<file path="src/rtl/riscv_cache_pkg.sv">
// Shared types and geometry helpers for the cache address-setup stage.
package riscv_cache_pkg;

   // Width of the address/data fields carried in a buffered request
   localparam int CACHE_XLEN = 32;

   typedef logic [2:0] biu_size_t;
   typedef logic [2:0] biu_prot_t;

   // One core-side request as it travels through the setup buffer
   typedef struct packed {
      logic [CACHE_XLEN-1:0] adr;
      biu_size_t             size;
      logic                  lock;
      biu_prot_t             prot;
      logic                  we;
      logic [CACHE_XLEN-1:0] d;
   } cache_setup_req_t;

   // Number of sets: cache_size in kbytes, block_size in bits
   function automatic int no_of_sets(input int cache_size, input int block_size, input int ways);
      return cache_size * 1024 * 8 / block_size / ways;
   endfunction

   // Byte-offset bits inside one cache block
   function automatic int no_of_block_offset_bits(input int block_size);
      return $clog2(block_size / 8);
   endfunction

   // Set-index bits
   function automatic int no_of_index_bits(input int sets);
      return $clog2(sets);
   endfunction

endpackage

</file>
<file path="src/rtl/riscv_cache_setup_buf_if.sv">
// Request/response bundle of the cache setup buffer; the _i/_o suffixes are
// seen from the buffer side.
interface riscv_cache_setup_buf_if #(
   parameter int XLEN     = 32,
   parameter int IDX_BITS = 13,
   parameter int LVL_BITS = 3
);
   import riscv_cache_pkg::*;

   logic                stall_i;
   logic                flush_i;
   logic                req_i;
   logic                ready_o;
   logic [XLEN-1:0]     adr_i;
   biu_size_t           size_i;
   logic                lock_i;
   biu_prot_t           prot_i;
   logic                we_i;
   logic [XLEN-1:0]     d_i;
   logic                invalidate_i;
   logic                clean_i;

   logic                req_o;
   logic [XLEN-1:0]     adr_o;
   biu_size_t           size_o;
   logic                lock_o;
   biu_prot_t           prot_o;
   logic                we_o;
   logic [XLEN-1:0]     q_o;
   logic                invalidate_o;
   logic                clean_o;
   logic                rreq_o;
   logic [IDX_BITS-1:0] idx_o;
   logic [LVL_BITS-1:0] level_o;
   logic                empty_o;
   logic                full_o;

   // The buffer itself
   modport slave (
      input  stall_i, flush_i, req_i, adr_i, size_i, lock_i, prot_i, we_i, d_i,
             invalidate_i, clean_i,
      output ready_o, req_o, adr_o, size_o, lock_o, prot_o, we_o, q_o,
             invalidate_o, clean_o, rreq_o, idx_o, level_o, empty_o, full_o
   );

   // The core / pipeline side driving requests into the buffer
   modport master (
      output stall_i, flush_i, req_i, adr_i, size_i, lock_i, prot_i, we_i, d_i,
             invalidate_i, clean_i,
      input  ready_o, req_o, adr_o, size_o, lock_o, prot_o, we_o, q_o,
             invalidate_o, clean_o, rreq_o, idx_o, level_o, empty_o, full_o
   );

endinterface

</file>
<file path="src/rtl/riscv_cache_setup_fifo.sv">
// DEPTH-entry request FIFO with registered level/empty/full status.
// The head entry is read combinationally; push and pop may coincide.
module riscv_cache_setup_fifo
   import riscv_cache_pkg::*;
#(
   parameter int DEPTH    = 4,
   parameter int LVL_BITS = $clog2(DEPTH + 1)
)(
   input  logic                rst_ni,
   input  logic                clk_i,
   input  logic                push,
   input  logic                pop,
   input  logic                flush,
   input  cache_setup_req_t    wdata,
   output cache_setup_req_t    rdata,
   output logic [LVL_BITS-1:0] level,
   output logic                empty,
   output logic                full
);
   localparam int PTR_BITS = $clog2(DEPTH);

   cache_setup_req_t    mem [DEPTH];
   logic [PTR_BITS-1:0] wr_ptr;
   logic [PTR_BITS-1:0] rd_ptr;
   logic [LVL_BITS-1:0] level_nxt;

   assign rdata = mem[rd_ptr];

   // Next fill level; a simultaneous push and pop leaves it unchanged
   always_comb begin
      level_nxt = level;
      if (flush)              level_nxt = '0;
      else if (push && !pop)  level_nxt = level + 1'b1;
      else if (pop && !push)  level_nxt = level - 1'b1;
   end

   // Storage write; entries need no reset because level guards them
   always_ff @(posedge clk_i) begin
      if (push && !flush) mem[wr_ptr] <= wdata;
   end

   // Pointers wrap naturally at DEPTH; status flags are registered
   always_ff @(posedge clk_i or negedge rst_ni) begin
      if (!rst_ni) begin
         wr_ptr <= '0;
         rd_ptr <= '0;
         level  <= '0;
         empty  <= 1'b1;
         full   <= 1'b0;
      end else begin
         if (flush) begin
            wr_ptr <= '0;
            rd_ptr <= '0;
         end else begin
            if (push) wr_ptr <= wr_ptr + 1'b1;
            if (pop)  rd_ptr <= rd_ptr + 1'b1;
         end
         level <= level_nxt;
         empty <= (level_nxt == '0);
         full  <= (level_nxt == LVL_BITS'(DEPTH));
      end
   end

endmodule

</file>
<file path="src/rtl/riscv_cache_setup_buf.sv">
// Buffered cache address-setup stage: request FIFO, output stage with
// bypass, look-ahead set index and sticky maintenance flags.
module riscv_cache_setup_buf
   import riscv_cache_pkg::*;
#(
   parameter int XLEN       = 32,
   parameter int SIZE       = 64,
   parameter int BLOCK_SIZE = XLEN,
   parameter int WAYS       = 2,
   parameter int DEPTH      = 4
)(
   input logic                    rst_ni,
   input logic                    clk_i,
   riscv_cache_setup_buf_if.slave bus
);
   localparam int SETS          = no_of_sets(SIZE, BLOCK_SIZE, WAYS);
   localparam int BLK_OFFS_BITS = no_of_block_offset_bits(BLOCK_SIZE);
   localparam int IDX_BITS      = no_of_index_bits(SETS);
   localparam int LVL_BITS      = $clog2(DEPTH + 1);

   cache_setup_req_t    in_req;
   cache_setup_req_t    head_req;
   cache_setup_req_t    next_req;
   cache_setup_req_t    out_q;
   logic                push;
   logic                advance;
   logic                fifo_push;
   logic                fifo_pop;
   logic                next_valid;
   logic                out_valid;
   logic                pend_inv;
   logic                pend_cln;
   logic                inv_q;
   logic                cln_q;
   logic                flush_q;
   logic [IDX_BITS-1:0] idx_q;
   logic [IDX_BITS-1:0] next_idx;
   logic [LVL_BITS-1:0] level;
   logic                empty;
   logic                full;

   // Pack the incoming request attributes into one record
   always_comb begin
      in_req      = '0;
      in_req.adr  = CACHE_XLEN'(bus.adr_i);
      in_req.size = bus.size_i;
      in_req.lock = bus.lock_i;
      in_req.prot = bus.prot_i;
      in_req.we   = bus.we_i;
      in_req.d    = CACHE_XLEN'(bus.d_i);
   end

   assign push    = bus.req_i & ~full & ~bus.flush_i;
   assign advance = ~bus.stall_i;

   // Output-stage candidate: FIFO head first, else a bypassed input
   always_comb begin
      next_req   = in_req;
      next_valid = 1'b0;
      if (!empty) begin
         next_req   = head_req;
         next_valid = 1'b1;
      end else if (push) begin
         next_valid = 1'b1;
      end
   end

   // A request that goes straight to the output stage never enters the FIFO
   assign fifo_push = push & ~(advance & empty);
   assign fifo_pop  = advance & ~empty & ~bus.flush_i;
   assign next_idx  = next_req.adr[BLK_OFFS_BITS +: IDX_BITS];

   riscv_cache_setup_fifo #(
      .DEPTH    (DEPTH),
      .LVL_BITS (LVL_BITS)
   ) u_fifo (
      .rst_ni (rst_ni),
      .clk_i  (clk_i),
      .push   (fifo_push),
      .pop    (fifo_pop),
      .flush  (bus.flush_i),
      .wdata  (in_req),
      .rdata  (head_req),
      .level  (level),
      .empty  (empty),
      .full   (full)
   );

   // Output stage: flush wins, then advance loads the candidate
   always_ff @(posedge clk_i or negedge rst_ni) begin
      if (!rst_ni) begin
         out_valid <= 1'b0;
         out_q     <= '0;
      end else if (bus.flush_i) begin
         out_valid <= 1'b0;
      end else if (advance) begin
         out_valid <= next_valid;
         if (next_valid) out_q <= next_req;
      end
   end

   // Sticky maintenance requests, handed to the output stage on an advance
   always_ff @(posedge clk_i or negedge rst_ni) begin
      if (!rst_ni) begin
         pend_inv <= 1'b0;
         pend_cln <= 1'b0;
         inv_q    <= 1'b0;
         cln_q    <= 1'b0;
      end else if (advance && !bus.flush_i) begin
         inv_q    <= bus.invalidate_i | pend_inv;
         cln_q    <= bus.clean_i | pend_cln;
         pend_inv <= 1'b0;
         pend_cln <= 1'b0;
      end else begin
         pend_inv <= pend_inv | bus.invalidate_i;
         pend_cln <= pend_cln | bus.clean_i;
      end
   end

   // Held set index used while stalled; refreshed on advance or after a flush
   always_ff @(posedge clk_i or negedge rst_ni) begin
      if (!rst_ni) begin
         flush_q <= 1'b0;
         idx_q   <= '0;
      end else begin
         flush_q <= bus.flush_i;
         if ((advance && !bus.flush_i && next_valid) || flush_q) idx_q <= next_idx;
      end
   end

   assign bus.ready_o      = ~full;
   assign bus.req_o        = out_valid;
   assign bus.adr_o        = XLEN'(out_q.adr);
   assign bus.size_o       = out_q.size;
   assign bus.lock_o       = out_q.lock;
   assign bus.prot_o       = out_q.prot;
   assign bus.we_o         = out_q.we;
   assign bus.q_o          = XLEN'(out_q.d);
   assign bus.invalidate_o = inv_q;
   assign bus.clean_o      = cln_q;
   assign bus.rreq_o       = advance & next_valid & ~next_req.we;
   assign bus.idx_o        = bus.stall_i ? idx_q : next_idx;
   assign bus.level_o      = level;
   assign bus.empty_o      = empty;
   assign bus.full_o       = full;

endmodule
</file>
<file path="src/flat_wrapper.sv">
// flat-port wrapper written by rule: the top's interface ports become plain ports
module riscv_cache_setup_buf_flat import riscv_cache_pkg::*;
#(
   parameter int XLEN       = 32,
   parameter int SIZE       = 64,
   parameter int BLOCK_SIZE = XLEN,
   parameter int WAYS       = 2,
   parameter int DEPTH      = 4
)
  (rst_ni, clk_i, bus_stall_i, bus_flush_i, bus_req_i, bus_adr_i, bus_size_i, bus_lock_i, bus_prot_i, bus_we_i, bus_d_i, bus_invalidate_i, bus_clean_i, bus_ready_o, bus_req_o, bus_adr_o, bus_size_o, bus_lock_o, bus_prot_o, bus_we_o, bus_q_o, bus_invalidate_o, bus_clean_o, bus_rreq_o, bus_idx_o, bus_level_o, bus_empty_o, bus_full_o);
  riscv_cache_setup_buf_if #(.XLEN(XLEN)) bus_i ();
  input logic rst_ni;
  input logic clk_i;
  input wire logic [$bits(bus_i.stall_i)-1:0] bus_stall_i;
  input wire logic [$bits(bus_i.flush_i)-1:0] bus_flush_i;
  input wire logic [$bits(bus_i.req_i)-1:0] bus_req_i;
  input wire logic [$bits(bus_i.adr_i)-1:0] bus_adr_i;
  input wire logic [$bits(bus_i.size_i)-1:0] bus_size_i;
  input wire logic [$bits(bus_i.lock_i)-1:0] bus_lock_i;
  input wire logic [$bits(bus_i.prot_i)-1:0] bus_prot_i;
  input wire logic [$bits(bus_i.we_i)-1:0] bus_we_i;
  input wire logic [$bits(bus_i.d_i)-1:0] bus_d_i;
  input wire logic [$bits(bus_i.invalidate_i)-1:0] bus_invalidate_i;
  input wire logic [$bits(bus_i.clean_i)-1:0] bus_clean_i;
  output wire logic [$bits(bus_i.ready_o)-1:0] bus_ready_o;
  output wire logic [$bits(bus_i.req_o)-1:0] bus_req_o;
  output wire logic [$bits(bus_i.adr_o)-1:0] bus_adr_o;
  output wire logic [$bits(bus_i.size_o)-1:0] bus_size_o;
  output wire logic [$bits(bus_i.lock_o)-1:0] bus_lock_o;
  output wire logic [$bits(bus_i.prot_o)-1:0] bus_prot_o;
  output wire logic [$bits(bus_i.we_o)-1:0] bus_we_o;
  output wire logic [$bits(bus_i.q_o)-1:0] bus_q_o;
  output wire logic [$bits(bus_i.invalidate_o)-1:0] bus_invalidate_o;
  output wire logic [$bits(bus_i.clean_o)-1:0] bus_clean_o;
  output wire logic [$bits(bus_i.rreq_o)-1:0] bus_rreq_o;
  output wire logic [$bits(bus_i.idx_o)-1:0] bus_idx_o;
  output wire logic [$bits(bus_i.level_o)-1:0] bus_level_o;
  output wire logic [$bits(bus_i.empty_o)-1:0] bus_empty_o;
  output wire logic [$bits(bus_i.full_o)-1:0] bus_full_o;
  assign bus_i.stall_i = bus_stall_i;
  assign bus_i.flush_i = bus_flush_i;
  assign bus_i.req_i = bus_req_i;
  assign bus_i.adr_i = bus_adr_i;
  assign bus_i.size_i = bus_size_i;
  assign bus_i.lock_i = bus_lock_i;
  assign bus_i.prot_i = bus_prot_i;
  assign bus_i.we_i = bus_we_i;
  assign bus_i.d_i = bus_d_i;
  assign bus_i.invalidate_i = bus_invalidate_i;
  assign bus_i.clean_i = bus_clean_i;
  assign bus_ready_o = bus_i.ready_o;
  assign bus_req_o = bus_i.req_o;
  assign bus_adr_o = bus_i.adr_o;
  assign bus_size_o = bus_i.size_o;
  assign bus_lock_o = bus_i.lock_o;
  assign bus_prot_o = bus_i.prot_o;
  assign bus_we_o = bus_i.we_o;
  assign bus_q_o = bus_i.q_o;
  assign bus_invalidate_o = bus_i.invalidate_o;
  assign bus_clean_o = bus_i.clean_o;
  assign bus_rreq_o = bus_i.rreq_o;
  assign bus_idx_o = bus_i.idx_o;
  assign bus_level_o = bus_i.level_o;
  assign bus_empty_o = bus_i.empty_o;
  assign bus_full_o = bus_i.full_o;
  riscv_cache_setup_buf #(.XLEN(XLEN), .SIZE(SIZE), .BLOCK_SIZE(BLOCK_SIZE), .WAYS(WAYS), .DEPTH(DEPTH)) u_core (.rst_ni(rst_ni), .clk_i(clk_i), .bus(bus_i));
endmodule
</file>
<file path="config.mk">
export PLATFORM = sky130hd
export DESIGN_NAME = riscv_cache_setup_buf_flat
export DESIGN_NICKNAME = d
export VERILOG_FILES = /design/src/rtl/riscv_cache_pkg.sv /design/src/rtl/riscv_cache_setup_buf_if.sv /design/src/rtl/riscv_cache_setup_fifo.sv /design/src/rtl/riscv_cache_setup_buf.sv /design/src/flat_wrapper.sv
export SDC_FILE = /design/constraint.sdc
export NUM_CORES = 1
export LEC_CHECK = 0
export BUFFER_PORTS_ARGS = -buffer_cell sky130_fd_sc_hd__clkbuf_2
export CORE_ASPECT_RATIO = 1.25
export CORE_MARGIN = 2
export CORE_UTILIZATION = 38
export DETAILED_ROUTE_END_ITERATION = 6
export GPL_TIMING_DRIVEN = 0
export PLACE_DENSITY_LB_ADDON = 0.1
export SYNTH_ARGS = -nofsm -noshare
export SYNTH_HDL_FRONTEND = slang
export SYNTH_SLANG_ARGS = --single-unit
</file>
<file path="constraint.sdc">
create_clock -name clk_i -period 4.4 [get_ports clk_i]
set_clock_uncertainty 0.2 [all_clocks]
set_input_delay 0.88 -clock clk_i [delete_from_list [all_inputs] [get_ports clk_i]]
set_output_delay 0.88 -clock clk_i [all_outputs]
set_load 0.01 [all_outputs]
</file>
### Yosys cells after proc, flatten, opt, wreduce, memory -nomap -nowiden

Memories as Yosys holds them, arrays and structs flattened.
Cells that the tools add are included.

| word-level totals | value |
|---|---|
| logic and storage cells | 71 |
| bits in latches | 0 |
| register bits after elaboration | 100 |
| bits in writable memories | 288 |
| memory bits (read-only) | 0 |
| memories kept | 1 |

| operators by class | value |
|---|---|
| shift operators | 0 |
| eq/ne operators | 2 |
| div/mod/pow operators | 0 |
| bitwise operators | 16 |
| reduce and logical (&&, ||, !) cells | 13 |
| multiply operators | 0 |
| magnitude comparators | 0 |
| add/sub/neg operators | 4 |
| multiplexer cells | 17 |

Memory list:

| name | words | width | rd ports | clocked after Yosys merged registers in | wr ports | RTL line | RTL |
|---|---|---|---|---|---|---|---|
| u_core.u_fifo.mem | 4 | 72 | 1 | 0 | 1 | riscv_cache_setup_fifo.sv:22 | `cache_setup_req_t mem [DEPTH];` |

Operators with widths:

| kind | count |
|---|---|
| $mux W72 | 1 |
| $mux W13 | 1 |
| $mux W3 | 3 |
| $and A1 B1 Y1 | 8 |
| $mux W1 | 8 |
| $mux W2 | 4 |
| $not A1 Y1 | 6 |
| $logic_and A1 B1 Y1 | 5 |
| $add A2 B1 Y2 const B | 2 |
| $reduce_bool A2 Y1 | 2 |
| $add A3 B1 Y3 const B | 1 |
| $eq A3 B3 Y1 const B | 1 |
| $logic_not A1 Y1 | 3 |
| $logic_not A3 Y1 | 1 |
| $reduce_and A3 Y1 | 1 |
| $sub A3 B1 Y3 const B | 1 |
| $ne A2 B1 Y1 const B | 1 |
| $or A1 B1 Y1 | 2 |
| $logic_or A1 B1 Y1 | 1 |

### Depth between registers and ports, before layout

Gate-level depths: netlist of run 1.

| depth | value |
|---|---|
| depth in word-level cells | 10 |
| gate-level depth with buffers | 7 |
| gate-level depth less buffers | 5 |

### Cells and area by module

From an unflattened synthesis of run 1, not the netlist that was laid out.

| unflattened totals | value |
|---|---|
| cells, all modules | 734 |
| area, all modules | 15,797.7 um2 |

By module, submodules not included:

| module | times used | cells an instance | sequential area each (um2) | area an instance (um2) |
|---|---|---|---|---|
| riscv_cache_setup_fifo | 1 | 431 | 8,874.8 | 10,956.8 |
| riscv_cache_setup_buf | 1 | 303 | 2,277.2 | 4,840.9 |

### Worst setup path before layout of run 1

No wires, ideal clock.

| timing path | value |
|---|---|
| path type | input to register |
| start point | input bus_flush_i |
| end point | memory u_core.u_fifo.mem[0][0] (netlist bit), enable pin |
| cell stages on the path | 3 |
| setup time | 0.438 ns |
| arrival time | 3.286 ns |
| required time | 3.762 ns |
| path slack | 0.476 ns |
| cell sequence | clkbuf_1 > nor3_1 > and2_1 |

| on the way | value |
|---|---|
| longest elaborated chain between the ends | 6 |

RTL lines:

| what | RTL line | RTL |
|---|---|---|
| start: declaration | flat_wrapper.sv:15 | `input wire logic [$bits(bus_i.flush_i)-1:0] bus_flush_i;` |
| $not A1 Y1 (no source line) | - |  |
| $and A1 B1 Y1 | riscv_cache_setup_buf.sv:53 | `assign push = bus.req_i & ~full & ~bus.flush_i;` |
| $and A1 B1 Y1 | riscv_cache_setup_buf.sv:69 | `assign fifo_push = push & ~(advance & empty);` |
| $logic_and A1 B1 Y1 (*) | riscv_cache_setup_fifo.sv:39 | `if (push && !flush) mem[wr_ptr] <= wdata;` |
| $mux W1 (*) | riscv_cache_setup_fifo.sv:39 |  |
| $mux W1 (not written as such) (*) | riscv_cache_setup_fifo.sv:39 |  |
| end: declaration | riscv_cache_setup_fifo.sv:22 |  |

Every way passes the cells marked *; elsewhere a longest branch is shown, timed or not.

### Final worst setup path of run 1

| timing path | value |
|---|---|
| start point | register u_core.u_fifo.rd_ptr[1] |
| end point | output bus_rreq_o |

| on the way | value |
|---|---|
| longest elaborated chain between the ends | 4 |

RTL lines:

| what | RTL line | RTL |
|---|---|---|
| start: declaration | riscv_cache_setup_fifo.sv:24 | `logic [PTR_BITS-1:0] rd_ptr;` |
| start signal: assignment | riscv_cache_setup_fifo.sv:56 | `if (pop) rd_ptr <= rd_ptr + 1'b1;` |
| $mem_v2 Z4 W72 | - |  |
| $mux W72 | riscv_cache_setup_buf.sv:60 | `if (!empty) begin` |
| $not A1 Y1 | riscv_cache_setup_buf.sv:141 | `assign bus.rreq_o = advance & next_valid & ~next_req.we;` |
| $and A1 B1 Y1 | riscv_cache_setup_buf.sv:141 |  |
| end: declaration | flat_wrapper.sv:35 | `output wire logic [$bits(bus_i.rreq_o)-1:0] bus_rreq_o;` |

No other way between the ends.

==> results by group, run 1 <==
Status
  – Status: finished clean

Layout
  – Register area: 11,200 µm²
  – Design area: 18,200 µm²
  – Area growth syn-to-layout: 19.6%
  – Area taken by multi-input logic gates: 3740 µm²
  – Nets@finish: 1,146
  – Fraction of layout cells with a size suffix above 1: 0.360
  – Most frequent cells in the layout: edfxtp_1, clkbuf_2, dfrtp_1, nor2_1, mux4_2
  – Most common cell after layout, fill and taps aside: edfxtp_1
  – # fillers: 3,558

GRT
  – Global-route wire length before repair: 54.3 mm
  – Vias in the first global route: 8,728
  – GR Overflow Total: 0
  – GRT Total Usage: 0.172
  – Antenna violations before repair: 3
  – Largest net degree at the start of global routing: 67

Synth
  – Post-Synth Adder-Cell Area: 0.00493
  – Area fraction in and, or, nand and nor cells after synthesis: 0.0417
  – Multiplexer share of the synthesized area: 0.165
  – Synthesized area: 15,200 µm²
  – Largest family of logic cells by synthesized area: multiplexers
  – Netlist cell types: 34
  – Yosys reg bits: 388
  – Register area share after synthesis: 0.733
  – Compound-Gate Fraction of Synth Area: 0.0316
  – Syn Area/Cell: 18.1 µm²
  – Net count after synthesis: 926
  – Ys Warns: 0
  – Synth Instances: 841
  – Xor and xnor area share after synthesis: 0.00173

Timing
  – Fin crit share: 0.806
  – Slew headroom: 0.424
  – Final min period: 3.55 ns
  – Final Hold Slack: 0.0505 ns
  – Max Fclk: 0.282 GHz
  – Worst Tran Pin Value: 0.858 ns
  – # setup viols final: 0
  – Slew Viols, Final: 0
  – RSZ-0062 raised after global routing: false
  – Final Hold Viols: 0

Place
  – # port buffers: 172
  – Placed cell area: 16,900 µm²
  – Post-DP HPWL: 21.8 mm
  – Final Wtd Congestion: 0.696

Worst setup path
  – Crit Path Class: register to output pin
  – Max incr delay on CP: 0.36 ns
  – CP startpoint kind: register
  – CP max stage cell: mux4_2
  – Crit path to: bus_rreq_o
  – Critical Path RT: 3.32 ns
  – R2R cell count: 5
  – Reg2reg setup slack: 1.38 ns
  – Worst Setup End Kind: output pin
  – CP arrival: 2.47 ns
  – CP max FO: 10
  – CP startpoint: u_core.u_fifo.rd_ptr[1]$_DFFE_PN0P_
  – Most frequent cell on the critical path: buf_4
  – Crit path cell chain: buf_4, buf_4, buf_4, mux4_2, nor2_1, a21oi_1, nor2_1, clkbuf_2
  – Reg-to-reg endpoint: u_core.u_fifo.mem[0][41]$_DFFE_PP_
  – Reg-to-reg critical path startpoint: u_core.u_fifo.full$_DFF_PN0_

Die
  – Row Count: 82
  – Initial Utilization: 0.382
  – Die span in x: 183 µm
  – Die height: 228 µm
  – I/O Pins: 174
  – Core area: 39,800 µm²
  – Die Area: 41,700 µm²

CTS
  – Hold buffer count at CTS: 0
  – CTS H-tree depth: 2
  – Post-cts sizing count: 0
  – Clock buffer depth: 3
  – Post-CTS setup buffers: 0
  – CTS tree: done
  – CTS buffer count: 41
  – Clock latency on the worst-skew pair: 0.54 ns
  – TritonCTS sink count: 388
  – Clock slew at reported path FFs: 0.06 ns
  – Root Buffer: clkbuf_16

Hold path
  – Worst hold path class: input port to asynchronous set/reset pin

Power
  – Cell-internal power: 6.81 mW
  – Clock share of power: 0.373
  – Seq pwr share: 0.482
  – Pleak: 6.89 nW
  – Pwr Density: 500 nW/µm²
  – Combinational group share of total power: 0.144
  – VDD IR-drop max: 293 µV
  – Psw: 2.29 mW
  – Sw Share: 0.252

Routing
  – Final antenna-violating net count: 0
  – Via count: 8,118
  – Vias/cell: 5.07
  – DR iter-0 viols: 382
  – # DRC: 0
  – DR pass1 iterations: 4
  – Post-Route WL: 35.1 mm
  – Drt wl/cell: 22.0 µm

Job
  – # Max-Cap Violations: 0
==> through the flow <==
stage               std cells  setup WS (ns)  setup TNS, ns   util  total power, mW
CTS                      1597          0.773              0  0.457             9.24
global route             1599          0.704              0  0.457             9.50
global placement         1517          -1.74        -487.78  0.420             5.79
finish                   1600          0.853              0  0.458             9.10
floorplan                 841          0.476              0      -             5.23
detailed placement       1522          0.630              0  0.424             5.81
==> synthesized netlist by cell type, drive strengths merged <==
cell type / instances / area share
ha: 6 / 0.0049
a31o: 1 / 0.00058
clkbuf: 4 / 0.00099
and3: 1 / 0.00041
and4bb: 1 / 0.00082
o31ai: 1 / 0.00049
a31oi: 13 / 0.0053
o211ai: 1 / 0.00049
mux2: 27 / 0.020
a21boi: 2 / 0.0015
and2: 4 / 0.0016
xor2: 1 / 0.00058
buf: 43 / 0.020
dfstp: 1 / 0.0017
nor2b: 3 / 0.0012
mux2i: 59 / 0.039
a21oi: 67 / 0.022
nor2: 88 / 0.023
inv: 6 / 0.0015
mux4: 72 / 0.11
nand2: 31 / 0.0076
or3: 1 / 0.00041
xnor2: 2 / 0.0012
nand2b: 14 / 0.0058
dfrtp: 99 / 0.16
o21ai: 2 / 0.00066
a32oi: 1 / 0.00058
nor3: 2 / 0.00066
edfxtp: 288 / 0.57
==> power groups by stage <==
stage               Combinational [mW]  Clock [mW]  Sequential, mW
floorplan                        0.689           0            4.54
global placement                  1.32           0            4.46
detailed placement                1.35           0            4.46
CTS                               1.35        3.50            4.39
global route                      1.46        3.62            4.42
finish                            1.31        3.40            4.39
==> per-layer routing <==
metal  wire [µm]  global-route usage  up-vias
met3        1700              0.0383       45
met1       15000               0.222     4220
met2       17800               0.295      166
met5           0                   0        -
li1            -                   -     3687
met4         649              0.0440        0
==> state kept, by name, summed over array words and instances, names as in the netlist <==
register                 cells
u_core.u_fifo.mem          288
u_core.bus.adr_o            32
u_core.bus.q_o              32
u_core.idx_q                13
u_core.bus.prot_o            3
u_core.bus.size_o            3
u_core.u_fifo.level          3
u_core.u_fifo.rd_ptr         2
u_core.u_fifo.wr_ptr         2
u_core.bus.clean_o           1
u_core.bus.invalidate_o      1
u_core.bus.lock_o            1
u_core.bus.req_o             1
u_core.bus.we_o              1
u_core.flush_q               1
u_core.pend_cln              1
u_core.pend_inv              1
u_core.u_fifo.empty          1
u_core.u_fifo.full           1
==> how the worst min path moves through the flow <==
stage	start	to	cells past startpoint
finish	rst_ni	u_core.bus.q_o[15]$_DFFE_PN0P_	1
global route	rst_ni	u_core.bus.q_o[15]$_DFFE_PN0P_	1
CTS	rst_ni	u_core.bus.q_o[15]$_DFFE_PN0P_	1
detailed placement	u_core.pend_inv$_DFF_PN0_	u_core.pend_inv$_DFF_PN0_	2
global placement	u_core.pend_inv$_DFF_PN0_	u_core.pend_inv$_DFF_PN0_	2
floorplan	u_core.pend_inv$_DFF_PN0_	u_core.pend_inv$_DFF_PN0_	2
==> layout make-up <==
type                       instances  share of cell area
antenna                            3            0.000412
clock inverter                    19             0.00708
inverter                           6             0.00124
sequential                       388               0.612
timing repair buffer             177              0.0553
buffer                            47              0.0172
multi-input combinational        400               0.206
clock buffer                      56              0.0662
tap                              504              0.0346
==> worst max-delay path: cells and delay by family, from the launching register on <==
| family | cells | cell delay (ns) |
|---|---|---|
| AND/OR/NAND/NOR | 2 | 0.31 |
| AO/OA/AOI/OAI | 1 | 0.06 |
| multiplexers | 1 | 0.36 |
| buffers and inverters | 4 | 0.89 |
| flip-flops | 1 | 0.32 |
==> cells by family after synthesis <==
group           Yosys count
compound gates           88
xor+xnor                  3
fa+ha+maj                 6
buf+inv                  53
flops                   388
mux                     158
simple gates            145
Note: power is estimated with default switching activity, not from simulation.
==> run 2, diff against run 1 <==
==> constraint.sdc (replaced) <==
create_clock -name clk_i -period 3.06 [get_ports clk_i]
set_clock_uncertainty 0.2 [all_clocks]
set_input_delay 0.612 -clock clk_i [delete_from_list [all_inputs] [get_ports clk_i]]
set_output_delay 0.612 -clock clk_i [all_outputs]
set_load 0.01 [all_outputs]
==> results by group, run 2 (synthesized netlist as in run 1, its figures left out) <==
Status
  – Status: finished clean (unchanged)

Worst setup path
  – Crit Path Class: register to output pin (unchanged)
  – Worst Setup End Kind: output pin (unchanged)
  – Reg2reg setup slack: 0.33 ns (was 1.38 ns)
  – CP max FO: 5 (was 10)
  – CP startpoint kind: register (unchanged)
  – Critical Path RT: 2.25 ns (was 3.32 ns)
  – R2R cell count: 5 (unchanged)
  – CP arrival: 2.21 ns (was 2.47 ns)

Timing
  – # setup viols final: 0 (unchanged)
  – Fin crit share: 0.988
  – Worst setup margin: 0.0361 ns (was 0.853 ns)
  – Slew Viols, Final: 0 (unchanged)
  – Final min period: 3.02 ns
  – Slew headroom: 0.417 (was 0.424)
  – RSZ-0062 raised after global routing: true (was false)
  – Worst Tran Pin Value: 0.874 ns (was 0.858 ns)
  – Final Hold Viols: 0 (unchanged)
  – Final Hold Slack: 0.112 ns (was 0.0505 ns)
  – Max Fclk: 0.331 GHz

Hold path
  – Worst hold path class: input port to register (was input port to asynchronous set/reset pin)
  – WHS Path Cells: 1

GRT
  – Vias in the first global route: 8,653 (was 8,728)
  – Global-route wire length before repair: 54.3 mm (about the same)
  – Largest net degree at the start of global routing: 56 (was 67)
  – GR Overflow Total: 0 (unchanged)
  – Antenna violations before repair: 1 (was 3)
  – GRT Total Usage: 0.173 (was 0.172)

CTS
  – CTS buffer count: 41 (unchanged)
  – Clock latency on the worst-skew pair: 0.53 ns (was 0.54 ns)
  – Clock buffer depth: 3 (unchanged)
  – CTS H-tree depth: 2 (unchanged)
  – TritonCTS sink count: 388 (unchanged)
  – Root Buffer: clkbuf_16 (unchanged)
  – CTS tree: done (unchanged)
  – Clock slew at reported path FFs: 0.06 ns (about the same)

Layout
  – Most frequent cells in the layout: edfxtp_1, clkbuf_2, dfrtp_1, nor2_1, mux4_2 (unchanged)
  – Nets@finish: 1,165 (was 1,146)
  – Most common cell after layout, fill and taps aside: edfxtp_1 (unchanged)
  – Fraction of layout cells with a size suffix above 1: 0.373 (was 0.360)
  – Area growth syn-to-layout: 21.6% (was 19.6%)
  – Max FFs per register: 288 (unchanged)
  – Reg with most FFs: u_core.u_fifo.mem (unchanged)

Routing
  – Post-Route WL: 35.3 mm (was 35.1 mm)
  – Final antenna-violating net count: 0 (unchanged)
  – DR pass1 iterations: 6 (was 4)
  – Vias/cell: 5.07 (about the same)
  – DR iter-0 viols: 577 (was 382)
  – # DRC: 0 (unchanged)
  – Via count: 8,186 (was 8,118)
  – Drt wl/cell: 21.9 µm (was 22.0 µm)

Power
  – Total Power: 13.1 mW (was 9.10 mW)
  – Cell-internal power: 9.88 mW (was 6.81 mW)
  – Combinational group share of total power: 0.153 (was 0.144)
  – Psw: 3.24 mW (was 2.29 mW)
  – VDD IR-drop max: 344 µV (was 293 µV)
  – Pleak: 7.04 nW (was 6.89 nW)
  – Pwr Density: 709 nW/µm² (was 500 nW/µm²)
  – Seq pwr share: 0.483 (was 0.482)
  – Clock share of power: 0.365 (was 0.373)
  – Sw Share: 0.247 (was 0.252)

Die
  – Row Count: 82 (unchanged)
  – Die Area: 41,700 µm² (unchanged)
  – Initial Utilization: 0.382 (unchanged)
  – I/O Pins: 174 (unchanged)
  – Die span in x: 183 µm (unchanged)
  – Core area: 39,800 µm² (unchanged)
  – Die height: 228 µm (unchanged)

Place
  – Post-DP HPWL: 21.7 mm (was 21.8 mm)
  – Final Wtd Congestion: 0.685 (was 0.696)
  – # port buffers: 172 (unchanged)
  – Setup WS pre-CTS: -0.354 ns (was 0.630 ns)

Job
  – # Max-Cap Violations: 0 (unchanged)
run 2: what timing repair did:
item / 4_1_cts / 5_1_grt
endpoints found under the setup margin: 51 / 14
cloned: 1 / 0
buffers inserted: 9 / 9
pin swaps: 0 / 4
hold endpoints to repair: 45 / 0
gates resized for setup: 17 / 39
hold buffers: 1 / 0
run 2: path summary, 6_finish.rpt:
kind                                                      from                                  to
setup / recovery           u_core.u_fifo.rd_ptr[0]$_DFFE_PN0P_                       bus_idx_o[10]
hold / removal                                     bus_flush_i            u_core.flush_q$_DFF_PN0_
setup reg to reg                  u_core.u_fifo.full$_DFF_PN0_  u_core.u_fifo.mem[3][41]$_DFFE_PP_
hold reg to reg                      u_core.pend_inv$_DFF_PN0_           u_core.pend_inv$_DFF_PN0_
max in group asynchronous                               rst_ni       u_core.u_fifo.empty$_DFF_PN1_
min in group asynchronous                               rst_ni    u_core.bus.adr_o[18]$_DFFE_PN0P_
run 2: worst max-delay path: stages (launching register included):
cell	delay (ns)
dfrtp_2	0.45
buf_12	0.15
mux4_2	0.50
nand2b_1	0.10
nand2_1	0.07
mux2_2	0.29
buf_6	0.13
run 2: area by class of cell:
type / count / area [µm²]
Fill cell: 3515 / 21300
Sequential cell: 388 / 11200
Multi-Input combinational cell: 400 / 3800
Timing Repair Buffer: 196 / 1240
Clock buffer: 62 / 1180
Tap cell: 504 / 631
Buffer: 47 / 370
Clock inverter: 11 / 104
Inverter: 6 / 22.5
Antenna cell: 1 / 2.50
run 2: power groups by stage:
stage | sequential (mW) | combinational [mW] | clock [mW]
6_report | 6.33 | 2.01 | 4.78
4_1_cts | 6.33 | 1.98 | 4.92
2_1_floorplan | 6.52 | 0.991 | 0
5_1_grt | 6.37 | 2.21 | 5.13
3_5_place_dp | 6.43 | 1.92 | 0
3_3_place_gp | 6.43 | 1.89 | 0
run 2: through the flow:
stage	utilization	instances	setup TNS [ns]	cell area, µm²
after floorplan	-	841	0	15200
after global placement	0.420	1517	-404.00	16700
after detailed placement	0.424	1522	-51.30	16900
after CTS	0.460	1606	-0.335	18300
after global routing	0.465	1614	-0.450	18500
final	0.465	1615	0	18500
run 2: per-layer routing:
layer / part of all wire / up-vias / track usage
met1: 0.43 / 4244 / 0.232
li1: - / 3728 / -
met3: 0.042 / 48 / 0.0351
met2: 0.50 / 166 / 0.289
met4: 0.018 / 0 / 0.0425
met5: 0 / - / 0
